<file path="config.mk">
export PLATFORM = sky130hd
export DESIGN_NAME = bus_seq
export DESIGN_NICKNAME = d
export VERILOG_FILES = /design/src/rtl/bus_seq_pkg.sv /design/src/rtl/bus_arb.sv /design/src/rtl/bus_seq.sv
export SDC_FILE = /design/constraint.sdc
export NUM_CORES = 1
export LEC_CHECK = 0
export ABC_AREA = 0
export ABC_CLOCK_PERIOD_IN_PS = 1860
export BUFFER_PORTS_ARGS = -buffer_cell sky130_fd_sc_hd__buf_2
export CAP_MARGIN = 5
export CORE_MARGIN = 2
export CORE_UTILIZATION = 43
export DETAILED_ROUTE_END_ITERATION = 6
export GPL_TIMING_DRIVEN = 1
export PLACE_DENSITY = 0.74
export SETUP_SLACK_MARGIN = 0.5
export SLEW_MARGIN = 25
export SYNTH_ARGS = -nofsm -noshare
export SYNTH_HDL_FRONTEND = slang
export SYNTH_SLANG_ARGS = --single-unit
</file>
<file path="constraint.sdc">
create_clock -name clk -period 1.86 [get_ports clk]
set_clock_uncertainty 0.05 [all_clocks]
set_input_delay 0.372 -clock clk [delete_from_list [all_inputs] [get_ports clk]]
set_output_delay 0.372 -clock clk [all_outputs]
set_load 0.01 [all_outputs]
</file>
<file path="src/rtl/bus_seq_pkg.sv">
// Shared definitions for the bus sequencer: op encodings and T-state roles.
package bus_seq_pkg;

  typedef enum logic [1:0] {
    OP_NONE  = 2'b00,
    OP_FETCH = 2'b01,
    OP_WRITE = 2'b10,
    OP_READ  = 2'b11
  } bus_op_e;

  localparam int T_SETUP = 0;
  localparam int NCH_MAX = 4;

  // Sample and idle T-states sit at the tail of every M-cycle.
  function automatic int t_sample(input int tcyc);
    return tcyc - 2;
  endfunction

  function automatic int t_idle(input int tcyc);
    return tcyc - 1;
  endfunction

endpackage

</file>
<file path="src/rtl/bus_arb.sv">
// Fixed-priority NCH-way arbiter: lowest eligible index wins.
module bus_arb
  import bus_seq_pkg::*;
#(
  parameter int NCH = 2
) (
  input  logic [NCH-1:0] elig,
  output logic [NCH-1:0] gnt,
  output logic [1:0]     gnt_idx,
  output logic           any
);

  logic [NCH:0] taken;

  assign taken[0] = 1'b0;

  for (genvar gi = 0; gi < NCH; gi++) begin : g_pri
    assign gnt[gi]     = elig[gi] & ~taken[gi];
    assign taken[gi+1] = taken[gi] | elig[gi];
  end

  assign any = taken[NCH];

  always_comb begin
    gnt_idx = '0;
    for (int i = NCH - 1; i >= 0; i--) begin
      if (elig[i]) gnt_idx = 2'(i);
    end
  end

endmodule

</file>
<file path="src/rtl/bus_seq.sv">
// Multi-channel bus sequencer: one granted transfer per M-cycle of TCYC T-states.
module bus_seq
  import bus_seq_pkg::*;
#(
  parameter int AW   = 16,
  parameter int DW   = 8,
  parameter int TCYC = 4,
  parameter int NCH  = 2
) (
  input  logic              clk,
  input  logic              rst,
  input  logic [NCH-1:0]    req_valid,
  output logic [NCH-1:0]    req_ready,
  input  logic [2*NCH-1:0]  req_op,
  input  logic [AW*NCH-1:0] req_addr,
  input  logic [DW*NCH-1:0] req_wdata,
  output logic              rsp_valid,
  output logic [1:0]        rsp_ch,
  output logic [DW-1:0]     rsp_data,
  output logic [AW-1:0]     a,
  output logic [DW-1:0]     dout,
  input  logic [DW-1:0]     din,
  output logic              rd,
  output logic              wr,
  output logic              phi,
  input  logic              wait_n,
  output logic              mcycle_end
);

  localparam int TW = $clog2(TCYC);
  localparam logic [TW-1:0] T0_C = TW'(T_SETUP);
  localparam logic [TW-1:0] TS_C = TW'(t_sample(TCYC));
  localparam logic [TW-1:0] TL_C = TW'(t_idle(TCYC));

  logic [NCH-1:0] elig;
  logic [NCH-1:0] gnt;
  logic [1:0]     gnt_idx;
  logic           gnt_any;

  // Padded to NCH_MAX so the 2-bit grant index always selects in range.
  logic [AW-1:0] ch_addr  [NCH_MAX];
  logic [DW-1:0] ch_wdata [NCH_MAX];
  bus_op_e       ch_op    [NCH_MAX];

  for (genvar gi = 0; gi < NCH; gi++) begin : g_elig
    assign elig[gi] = req_valid[gi] && (req_op[2*gi +: 2] != OP_NONE);
  end

  for (genvar gi = 0; gi < NCH_MAX; gi++) begin : g_unpack
    if (gi < NCH) begin : g_live
      assign ch_addr[gi]  = req_addr[AW*gi +: AW];
      assign ch_wdata[gi] = req_wdata[DW*gi +: DW];
      assign ch_op[gi]    = bus_op_e'(req_op[2*gi +: 2]);
    end else begin : g_pad
      assign ch_addr[gi]  = '0;
      assign ch_wdata[gi] = '0;
      assign ch_op[gi]    = OP_NONE;
    end
  end

  bus_arb #(.NCH(NCH)) u_arb (
    .elig    (elig),
    .gnt     (gnt),
    .gnt_idx (gnt_idx),
    .any     (gnt_any)
  );

  logic [TW-1:0] tcnt_reg;
  logic          busy_reg;
  bus_op_e       op_reg;
  logic [1:0]    ch_reg;
  logic [DW-1:0] wdata_reg;

  always_ff @(posedge clk or negedge rst) begin
    if (!rst) begin
      tcnt_reg   <= T0_C;
      busy_reg   <= 1'b0;
      op_reg     <= OP_NONE;
      ch_reg     <= '0;
      wdata_reg  <= '0;
      req_ready  <= '0;
      rsp_valid  <= 1'b0;
      rsp_ch     <= '0;
      rsp_data   <= '0;
      a          <= '0;
      dout       <= '0;
      rd         <= 1'b0;
      wr         <= 1'b0;
      phi        <= 1'b0;
      mcycle_end <= 1'b0;
    end else begin
      req_ready  <= '0;
      rsp_valid  <= 1'b0;
      mcycle_end <= 1'b0;
      if (tcnt_reg == T0_C) begin
        tcnt_reg <= tcnt_reg + TW'(1);
        busy_reg <= gnt_any;
        rd       <= 1'b0;
        wr       <= 1'b0;
        if (gnt_any) begin
          req_ready <= gnt;
          a         <= ch_addr[gnt_idx];
          wdata_reg <= ch_wdata[gnt_idx];
          op_reg    <= ch_op[gnt_idx];
          ch_reg    <= gnt_idx;
          phi       <= 1'b1;
          rd        <= (ch_op[gnt_idx] != OP_WRITE);
        end
      end else if (tcnt_reg == TS_C) begin
        // wait_n low freezes everything, including the counter.
        if (wait_n) begin
          tcnt_reg   <= TL_C;
          rd         <= 1'b0;
          phi        <= 1'b0;
          mcycle_end <= 1'b1;
          if (busy_reg) begin
            if (op_reg == OP_WRITE) begin
              wr   <= 1'b1;
              dout <= wdata_reg;
            end else begin
              rsp_data  <= din;
              rsp_valid <= 1'b1;
              rsp_ch    <= ch_reg;
            end
          end
        end
      end else if (tcnt_reg == TL_C) begin
        tcnt_reg <= T0_C;
        busy_reg <= 1'b0;
        rd       <= 1'b0;
        wr       <= 1'b0;
        dout     <= '0;
      end else begin
        tcnt_reg <= tcnt_reg + TW'(1);
      end
    end
  end

endmodule

</file>
==> results.py <==
metrics = {
    "floorplanning": {
        "core_area_sq_um": 5570,
        "die-area_sq_um": 6480,
        "start_util": 0.451,
        "dieHeight_um": 80.5,
        "ios": 106,
        "die_x_um": 80.5,
        "rows": 27,
    },
    "route": {
        "vias": 2302,
        "totalWireLength_um": 7630,
        "drt_pass1_iterations": 4,
        "via_per_inst": 5.33,
        "ant_nets": 0,
        "routedWlPerCell_um": 17.7,
        "drt_iter0_drc": 238,
        "drc": 0,
    },
    "power": {
        "power_frac_seq": 0.325,
        "p_leak_nw": 2.04,
        "power.share.clock": 0.123,
        "power_frac_comb": 0.552,
        "switching_share": 0.383,
        "power_density_nw_per_um2": 1630,
        "ir_drop_uv": 840,
        "power.total_w": 0.00660,
        "switchingPower_w": 0.00252,
        "intPower_w": 0.00407,
    },
    "yosys": {
        "yosysWarnings": 0,
        "syn_avg_cell_area_sq_um": 11.0,
        "yosys.area.top_type": "dfrtp_1",
        "synth_top_area_frac": 0.537,
        "ys_seq_area_frac": 0.537,
        "synth_cells": 228,
        "yosysUniqueCellTypes": 34,
        "synth_top_cells_by_area": "dfrtp_1 (54%), nand2_1 (4.3%), mux2_2 (4.0%)",
        "ys_ff_latch": 54,
        "synth_nets": 298,
        "syn_area_sq_um": 2510,
    },
    "clock_network": {
        "h-tree-depth": 2,
        "clock_tree.buffer_depth": 2,
        "clk-insertion-delay-late_ns": 0.31,
        "cts_made_buffers": 5,
        "cts_root_buf": "clkbuf_8",
        "path_clk_slew_ns": 0.10,
        "clkSinkCount": 54,
        "cts.hold.buffers_added": 0,
        "cts_tree": "yes",
    },
    "setup_path": {
        "crit_path_start_kind": "flip-flop",
        "path_max_fanout": 8,
        "reg2reg_from": "tcnt_reg[1]",
        "crit_required_ns": 2.03,
        "cp-end-kind": "flip-flop",
        "cp-startpoint": "tcnt_reg[1]",
        "worstSetupPathType": "flip-flop to flip-flop",
        "cp.arrival_ns": 1.96,
        "rr_worst_depth": 10,
    },
    "outcome": {
        "violations": "negative hold slack",
        "outcome": "complete, but fails checks",
    },
    "grt": {
        "gr-total-overflow": 0,
        "grt_pass1_wl_um": 11600,
        "grt_pass1_vias": 2371,
        "grt_max_degree": 55,
        "antenna_found_initial": 0,
        "grtUsageTotal": 0.236,
    },
    "timing": {
        "post-route-min-period_ns": 1.79,
        "hold_viol": 12,
        "setup_tns_ns": 0,
        "post-route-period-util": 0.962,
        "fin_hold_ws_ns": -0.0153,
        "finalSetupViolations": 0,
        "grt_setup_unrepaired": "true",
        "timing.fmax_mhz": 559,
        "slew_violations": 0,
    },
    "flow_run": {
        "drv_cap": 0,
    },
    "place": {
        "place_congestion": 0.770,
        "place_area_sq_um": 3140,
        "hpwl_um": 4100,
        "numPortBuffers": 104,
    },
    "finish": {
        "final_core_util": 0.728,
        "largest_register_ff_count": 16,
        "final_area_sq_um": 4060,
        "n_antenna_cell": 0,
        "drive_gt1_frac": 0.661,
        "top_register": "a",
        "syn_to_final_growth_pct": 61.4,
        "nNetsFinal": 430,
    },
    "hold_path": {
        "hp-class": "input pin to asynchronous set/reset pin",
    },
}
-- Yosys cell counts --
cell,number
a21o_1,1
a21oi_1,17
a21oi_2,1
a22o_1,8
and2_1,1
buf_2,5
buf_4,5
buf_6,3
conb_1,1
dfrtp_1,54
ha_1,5
inv_1,6
mux2_1,7
mux2_2,9
mux2_4,1
mux2i_1,10
nand2_1,29
nand2b_1,1
nand2b_2,1
nand4b_4,1
nor2_1,17
nor2_2,1
nor2_8,2
nor2b_1,2
nor3_1,2
o211a_1,2
o21a_1,1
o21ai_0,14
o21ai_1,15
o21ai_2,1
o21bai_1,2
o22a_1,1
o31ai_1,1
o31ai_2,1
-- layout make-up --
cell class                 count  area (sq um)
timing repair buffer         137          1000
multi-input combinational    156          1480
clock inverter                 1          30.0
clock buffer                   6          82.6
inverter                       6          22.5
sequential                    54          1350
tap                           72          90.1
fill                         363          1520
-- layout by cell type, fill, tap and decap left out, drive strengths merged, types with 5 or more instances in the layout --
cell      n
a21oi    18
a22o      8
buf     136
clkbuf    7
dfrtp    54
ha        5
inv       6
mux2     17
mux2i    10
nand2    29
nor2     21
o21ai    30
-- per-stage QoR --
| step | std cells | setup slack, ns | hold slack, ns |
|---|---|---|---|
| 2_1_floorplan | 228 | 0.153 | 0.0264 |
| 5_1_grt | 432 | 0.00852 | 0.0186 |
| 4_1_cts | 427 | 0.122 | 0.000502 |
| 3_5_place_dp | 399 | 0.0438 | 0.338 |
| 3_3_place_gp | 399 | 0.101 | 0.349 |
| 6_report | 432 | 0.0711 | -0.0153 |
-- cell families (layout without fill, tap and decap cells) --
| kind of cell | after synthesis | count (layout) | share of synthesized area |
|---|---|---|---|
| AND/OR/NAND/NOR | 57 | 58 | 0.114 |
| other | 1 | 1 | 0.00149 |
| adder cells (fa/ha/maj) | 5 | 5 | 0.0249 |
| AO/OA/AOI/OAI | 65 | 65 | 0.158 |
| multiplexers | 27 | 27 | 0.117 |
| flip-flops | 54 | 54 | 0.537 |
| buffers and inverters | 19 | 150 | 0.0473 |
-- worst paths after layout --
check / end / slack, ns
min in group clk: rsp_data[0] / 0.24
setup / recovery: wdata_reg[3] / 0.07
max in group asynchronous: rsp_data[1] / 1.52
setup reg to reg: wdata_reg[3] / 0.07
hold / removal: a[11] / -0.02
hold reg to reg: op_reg[0] / 0.44
-- per-layer routing --
metal,track usage,part of all wire,up-vias
met5,0,0,-
li1,-,-,1054
met1,0.285,0.41,1140
met3,0.0461,0.061,15
met2,0.423,0.51,93
met4,0.0746,0.018,0
-- critical path, stage by stage (launching register included) --
cell and delay (ns):
dfrtp_1 0.41, inv_2 0.07, ha_4 0.16, buf_4 0.13, buf_6 0.13, o211a_4 0.15, nor2_4 0.15, buf_12 0.16
buf_12 0.16, nand2_2 0.06, o21ai_1 0.08
-- power groups by stage --
| stage | registers (W) | clock network (W) | logic (W) |
|---|---|---|---|
| after floorplan | 0.00218 | 0 | 0.00130 |
| after global placement | 0.00202 | 0 | 0.00212 |
| after detailed placement | 0.00204 | 0 | 0.00219 |
| after CTS | 0.00204 | 0.000818 | 0.00309 |
| after global routing | 0.00220 | 0.000871 | 0.00391 |
| final | 0.00214 | 0.000809 | 0.00365 |
-- what timing repair did --
action / CTS / global route
setup buffers: 14 / 3
resized for setup: 72 / 57
cloned: 7 / 2
pin swaps: 19 / 12
endpoints found under the setup margin: 52 / 53
Power figures use the tool's default switching activity.
